### src/rtl/arc4_seq.sv
// arc4_seq - ARC4 top-level sequencer.
// Runs the init, ksa and prga passes in order over their en/rdy handshakes.
// It owns the single-port S memory write/address port and latches the key at start.
// Optional per-stage watchdog: define ARC4_SEQ_TIMEOUT_EN (limit = TIMEOUT_CYCLES).
module arc4_seq #(
    parameter int TIMEOUT_CYCLES = 4096
) (
    input  logic        clk,
    input  logic        rst_n,
    input  logic        en,
    output logic        rdy,
    input  logic [23:0] key,
    output logic [23:0] key_q,
    output logic        err,
    output logic [1:0]  owner,
    output logic        init_en,
    input  logic        init_rdy,
    output logic        ksa_en,
    input  logic        ksa_rdy,
    output logic        prga_en,
    input  logic        prga_rdy,
    input  logic [7:0]  init_addr,
    input  logic [7:0]  init_wrdata,
    input  logic        init_wren,
    input  logic [7:0]  ksa_addr,
    input  logic [7:0]  ksa_wrdata,
    input  logic        ksa_wren,
    input  logic [7:0]  prga_addr,
    input  logic [7:0]  prga_wrdata,
    input  logic        prga_wren,
    output logic [7:0]  s_addr,
    output logic [7:0]  s_wrdata,
    output logic        s_wren
);
    // state       | meaning
    // ST_IDLE     | waiting for en, rdy=1, no S grant
    // ST_S_INIT   | init_en follows init_rdy; leave once init accepts
    // ST_B_INIT   | init running; first cycle ignores init_rdy
    // ST_S_KSA    | ksa_en follows ksa_rdy; leave once ksa accepts
    // ST_B_KSA    | ksa running; first cycle ignores ksa_rdy
    // ST_S_PRGA   | prga_en follows prga_rdy; leave once prga accepts
    // ST_B_PRGA   | prga running; first cycle ignores prga_rdy
    typedef enum logic [2:0] {
        ST_IDLE, ST_S_INIT, ST_B_INIT, ST_S_KSA, ST_B_KSA, ST_S_PRGA, ST_B_PRGA
    } state_t;

    localparam logic [1:0] OWN_NONE = 2'd0;
    localparam logic [1:0] OWN_INIT = 2'd1;
    localparam logic [1:0] OWN_KSA  = 2'd2;
    localparam logic [1:0] OWN_PRGA = 2'd3;

    state_t     state;
    state_t     busy_state;
    state_t     adv_state;
    logic [1:0] adv_owner;
    logic       cur_rdy;
    logic       first_q;

    // The watchdog counter is 16 bits wide, so the limit must fit in it.
    if (TIMEOUT_CYCLES < 1 || TIMEOUT_CYCLES > 65535) begin : g_bad_timeout
        $error("arc4_seq: TIMEOUT_CYCLES must be in 1..65535");
    end

`ifdef ARC4_SEQ_TIMEOUT_EN
    localparam logic [15:0] WD_LIMIT = 16'(TIMEOUT_CYCLES);
    logic [15:0] wd_cnt;
`else
    assign err = 1'b0;
`endif

    // Per-stage view: rdy of the active sub-block, its busy state and where it exits to.
    always_comb begin
        cur_rdy    = 1'b0;
        busy_state = ST_IDLE;
        adv_state  = ST_IDLE;
        adv_owner  = OWN_NONE;
        case (state)
            ST_S_INIT, ST_B_INIT: begin
                cur_rdy    = init_rdy;
                busy_state = ST_B_INIT;
                adv_state  = ST_S_KSA;
                adv_owner  = OWN_KSA;
            end
            ST_S_KSA, ST_B_KSA: begin
                cur_rdy    = ksa_rdy;
                busy_state = ST_B_KSA;
                adv_state  = ST_S_PRGA;
                adv_owner  = OWN_PRGA;
            end
            ST_S_PRGA, ST_B_PRGA: begin
                cur_rdy    = prga_rdy;
                busy_state = ST_B_PRGA;
                adv_state  = ST_IDLE;
                adv_owner  = OWN_NONE;
            end
            default: ;
        endcase
    end

    // Sequencer FSM; owner and rdy are registered alongside the state.
    always_ff @(posedge clk) begin
        if (!rst_n) begin
            state   <= ST_IDLE;
            rdy     <= 1'b1;
            owner   <= OWN_NONE;
            key_q   <= '0;
            first_q <= 1'b0;
`ifdef ARC4_SEQ_TIMEOUT_EN
            err     <= 1'b0;
            wd_cnt  <= '0;
`endif
        end else begin
            case (state)
                ST_IDLE: begin
                    if (en) begin
                        state <= ST_S_INIT;
                        owner <= OWN_INIT;
                        rdy   <= 1'b0;
                        key_q <= key;
`ifdef ARC4_SEQ_TIMEOUT_EN
                        err   <= 1'b0;
`endif
                    end
                end
                ST_S_INIT, ST_S_KSA, ST_S_PRGA: begin
                    if (cur_rdy) begin
                        state   <= busy_state;
                        first_q <= 1'b1;
`ifdef ARC4_SEQ_TIMEOUT_EN
                        wd_cnt  <= '0;
`endif
                    end
                end
                ST_B_INIT, ST_B_KSA, ST_B_PRGA: begin
                    // The sub-block's rdy is still high on the first busy cycle.
                    first_q <= 1'b0;
                    if (!first_q && cur_rdy) begin
                        state <= adv_state;
                        owner <= adv_owner;
                        rdy   <= (adv_state == ST_IDLE);
                    end
`ifdef ARC4_SEQ_TIMEOUT_EN
                    else if (wd_cnt + 16'd1 == WD_LIMIT) begin
                        state <= ST_IDLE;
                        owner <= OWN_NONE;
                        rdy   <= 1'b1;
                        err   <= 1'b1;
                    end else begin
                        wd_cnt <= wd_cnt + 16'd1;
                    end
`endif
                end
                default: begin
                    state <= ST_IDLE;
                    owner <= OWN_NONE;
                    rdy   <= 1'b1;
                end
            endcase
        end
    end

    assign init_en = (state == ST_S_INIT) && init_rdy;
    assign ksa_en  = (state == ST_S_KSA)  && ksa_rdy;
    assign prga_en = (state == ST_S_PRGA) && prga_rdy;

    // S port mux: only the granted requester reaches the memory.
    always_comb begin
        s_addr   = 8'd0;
        s_wrdata = 8'd0;
        s_wren   = 1'b0;
        case (owner)
            OWN_INIT: begin
                s_addr   = init_addr;
                s_wrdata = init_wrdata;
                s_wren   = init_wren;
            end
            OWN_KSA: begin
                s_addr   = ksa_addr;
                s_wrdata = ksa_wrdata;
                s_wren   = ksa_wren;
            end
            OWN_PRGA: begin
                s_addr   = prga_addr;
                s_wrdata = prga_wrdata;
                s_wren   = prga_wren;
            end
            default: ;
        endcase
    end
endmodule

### config.mk
export PLATFORM = sky130hd
export DESIGN_NAME = arc4_seq
export DESIGN_NICKNAME = d
export VERILOG_FILES = /design/src/rtl/arc4_seq.sv
export SDC_FILE = /design/constraint.sdc
export NUM_CORES = 1
export LEC_CHECK = 0
export CAP_MARGIN = 40
export CORE_MARGIN = 1
export CORE_UTILIZATION = 35
export CTS_BUF_LIST = sky130_fd_sc_hd__clkbuf_2 sky130_fd_sc_hd__clkbuf_4 sky130_fd_sc_hd__clkbuf_8
export CTS_CLUSTER_SIZE = 30
export DETAILED_ROUTE_END_ITERATION = 16
export PLACE_DENSITY = 0.82
export SLEW_MARGIN = 20
export SYNTH_ARGS = -nofsm -noshare
export SYNTH_HDL_FRONTEND = slang
export SYNTH_SLANG_ARGS = --single-unit
### constraint.sdc
create_clock -name clk -period 2 [get_ports clk]
set_input_delay 0.4 -clock clk [delete_from_list [all_inputs] [get_ports clk]]
set_output_delay 0.4 -clock clk [all_outputs]
set_load 0.02 [all_outputs]
==> metrics <==
critical path class register to output port; CTS hold repair buffers 0; top cell type's share of synthesized area 35.2%; status complete, no violations; Initial Utilization 36.8%; I/O Pins 129; Post-Synthesis Cell Area 1760 sq um; Area growth, synth to finish 81.4%; fin. max-slew vios 0; placed insts 392; Cell Rows 25; Vias 1,909; number of max-cap violations 0; Post-Synthesis Cells 201; post-layout net count 413; Via-to-Cell Ratio 4.77; syn_area_per_cell 8.76 sq um; Cell variety after synth 36; CP Launch Type register; vias in the first global route 1,783; area leader, netlist dfxtp_1; CTS buffer count 5; residual DRC count 0; pwr dens 686 nW/um^2; # fillers 417; crit-path max FO 8; share of cells above drive strength 1 21.3%; area of the multi-input gates 1020 sq um; die area 5320 sq um; HP Class register to register; GR Util All Layers 19.6%; leakage 1.28 nW; total wire length 5.44 mm; first-pass GRT wire length 8.09 mm; Peak VDD IR 0.478 mV; core area 4790 sq um; final hold violation count 0; Placed Area 3120 sq um; GPL Wtd Cong 0.761; Die Wd 72.9 um; pin count of the biggest net entering global routing 32; Layout Cells excl Fill 400; Buffers on Ports 127; Die H 72.9 um; power after layout 2.19 mW; Synth Register Bits 31; Iter 0 DRT Violations 72; drt wl/cell 13.6 um; simple-gate portion of the synthesized area 19.8%; Compound-Gate Fraction of Synth Area 25.9%; multiplexer share of the synthesized area 12.2%; Max Freq 0.511 GHz; Post-Layout Inst Area 3200 sq um; period utilisation layout 97.8%; syn_nets 282; clk_lat worst skew 0.27 ns; XOR/XNOR share of the synthesized area 0%; Worst Path Required 1.60 ns; clock sink total 31; Initial DRT Pass Iterations 4; clock tree buffer depth 2; Final ANT Viol Nets 0; initial antenna violation count 0; Critical Path AT 1.56 ns; Final min period 1.96 ns; Final Skew 0.00521 ns; CP Capture Type output port; Setup-failing EPs final 0; clk root buf clkbuf_8; largest family of logic cells by synthesized area compound AO/OA/AOI/OAI gates; Ys Warns 0; H-Tree Depth 2; Detailed Place HPWL 4.29 mm; diodes inserted 0; register area share after synthesis 35.2%; Register Area 627 sq um; GRT Residual Overflow 0; Synth Area in Adders 0%; Clk pin slew, worst setup/hold paths 0.06 ns; CTS tree done; largest cells by area after synthesis dfxtp_1 35%, nand2_1 12%, mux2_2 11%, a21boi_1 8.9%, a22o_1 8.5%
[critical path, stage by stage (launching register included)]
cell	delay [ns]
dfxtp_4	0.37
buf_6	0.14
mux2_2	0.33
a22o_1	0.18
clkdlybuf4s15_2	0.26
[layer usage]
layer  wire length, um  global-route usage (%)  part of all wire [%]  vias up
met1              2260                    23.9                    42      899
met5                 0                       0                     0        -
met4                17                    6.10                  0.31        0
met3               206                    4.28                   3.8        2
met2              2950                    34.3                    54       45
li1                  -                       -                     -      963
[area by class of cell]
type | instances | share of cell area (%)
inverters | 2 | 0.235
well taps | 67 | 2.62
repair buffers | 142 | 42.2
clock buffers | 8 | 3.25
multi-input cells | 150 | 32.1
flip-flops and latches | 31 | 19.6
[power breakdown]
part           switching, mW  total [mW]  internal [mW]
clock                  0.212       0.540          0.327
sequential            0.0494       0.733          0.684
combinational          0.424       0.919          0.495
[cell usage after synthesis]
master	number
a21boi_0	5
a21boi_1	21
a21oi_1	4
a221oi_2	1
a22o_1	17
a32o_1	1
and2_1	1
and2_4	1
and2b_2	1
and3_1	3
buf_2	6
buf_4	1
buf_6	4
clkbuf_1	7
conb_1	1
dfxtp_1	31
inv_1	1
inv_2	1
mux2_2	17
mux2i_1	1
mux2i_2	1
nand2_1	54
nand2b_1	1
nand3_2	1
nand4b_2	1
nand4bb_2	1
nor2_1	3
nor2_4	1
nor2b_1	3
nor3_1	1
nor3_2	1
o211ai_1	1
o21ai_0	3
o221ai_1	1
o311a_1	2
o311ai_2	1
[flip-flops by register name, summed over array words and instances, names as in the netlist]
register,cells
rdy,1
first_q,1
key_q,24
owner,2
state,3
[final timing paths]
kind | start | endpoint | slack, ns | depth (start not counted)
worst max-delay path | owner[0] | s_addr[2] | 0.04 | 4
worst min-delay path | key_q[19] | key_q[19] | 0.45 | 2
worst max register to register | state[0] | rdy | 0.39 | 5
worst min register to register | key_q[19] | key_q[19] | 0.45 | 2
[cells by family after synthesis]
group / after synthesis
buffers and inverters: 20
AO/OA/AOI/OAI: 57
multiplexers: 19
other: 1
AND/OR/NAND/NOR: 73
flip-flops: 31
[cell usage in the layout (no fill, tap or decap), drive strengths merged]
| cell | synthesis | final |
|---|---|---|
| mux2i | 2 | 2 |
| and2b | 1 | 1 |
| clkdlybuf4s50 | 0 | 107 |
| o311ai | 1 | 1 |
| a21boi | 26 | 26 |
| a32o | 1 | 1 |
| clkbuf | 7 | 10 |
| o211ai | 1 | 1 |
| nand4bb | 1 | 1 |
| and2 | 2 | 2 |
| nand4b | 1 | 1 |
| conb | 1 | 1 |
| nand2b | 1 | 1 |
| clkdlybuf4s15 | 0 | 8 |
| buf | 11 | 22 |
| mux2 | 17 | 17 |
| o311a | 2 | 2 |
| inv | 2 | 2 |
| a221oi | 1 | 1 |
| dfxtp | 31 | 31 |
| nand2 | 54 | 54 |
| dlygate4sd2 | 0 | 3 |
| a22o | 17 | 17 |
| o21ai | 3 | 3 |
| nand3 | 1 | 1 |
| a21oi | 4 | 4 |
| nor2b | 3 | 3 |
| nor2 | 4 | 4 |
| o221ai | 1 | 1 |
| and3 | 3 | 3 |
| nor3 | 2 | 2 |
[stage by stage]
| step | hold slack (ns) | utilization, % | TNS, ns | setup slack, ns |
|---|---|---|---|---|
| final | 0.451 | 66.8 | 0 | 0.0433 |
| after CTS | 0.454 | 67.7 | 0 | 0.000188 |
| after global routing | 0.473 | 66.8 | -0.00101 | -0.00101 |
| after floorplan | 0.503 | - | 0 | 0.126 |
| after detailed placement | 0.444 | 65.2 | -3.48 | -0.292 |
| after global placement | 0.441 | 65.2 | -3.11 | -0.222 |
[what timing repair did]
action / CTS / global route
resized for setup: 57 / 9
buffers inserted: 0 / 0
endpoints found under the hold margin: 0 / 0
cloned: 0 / 0
endpoints found under the setup margin: 20 / 17
Power figures use the tool's default switching activity.
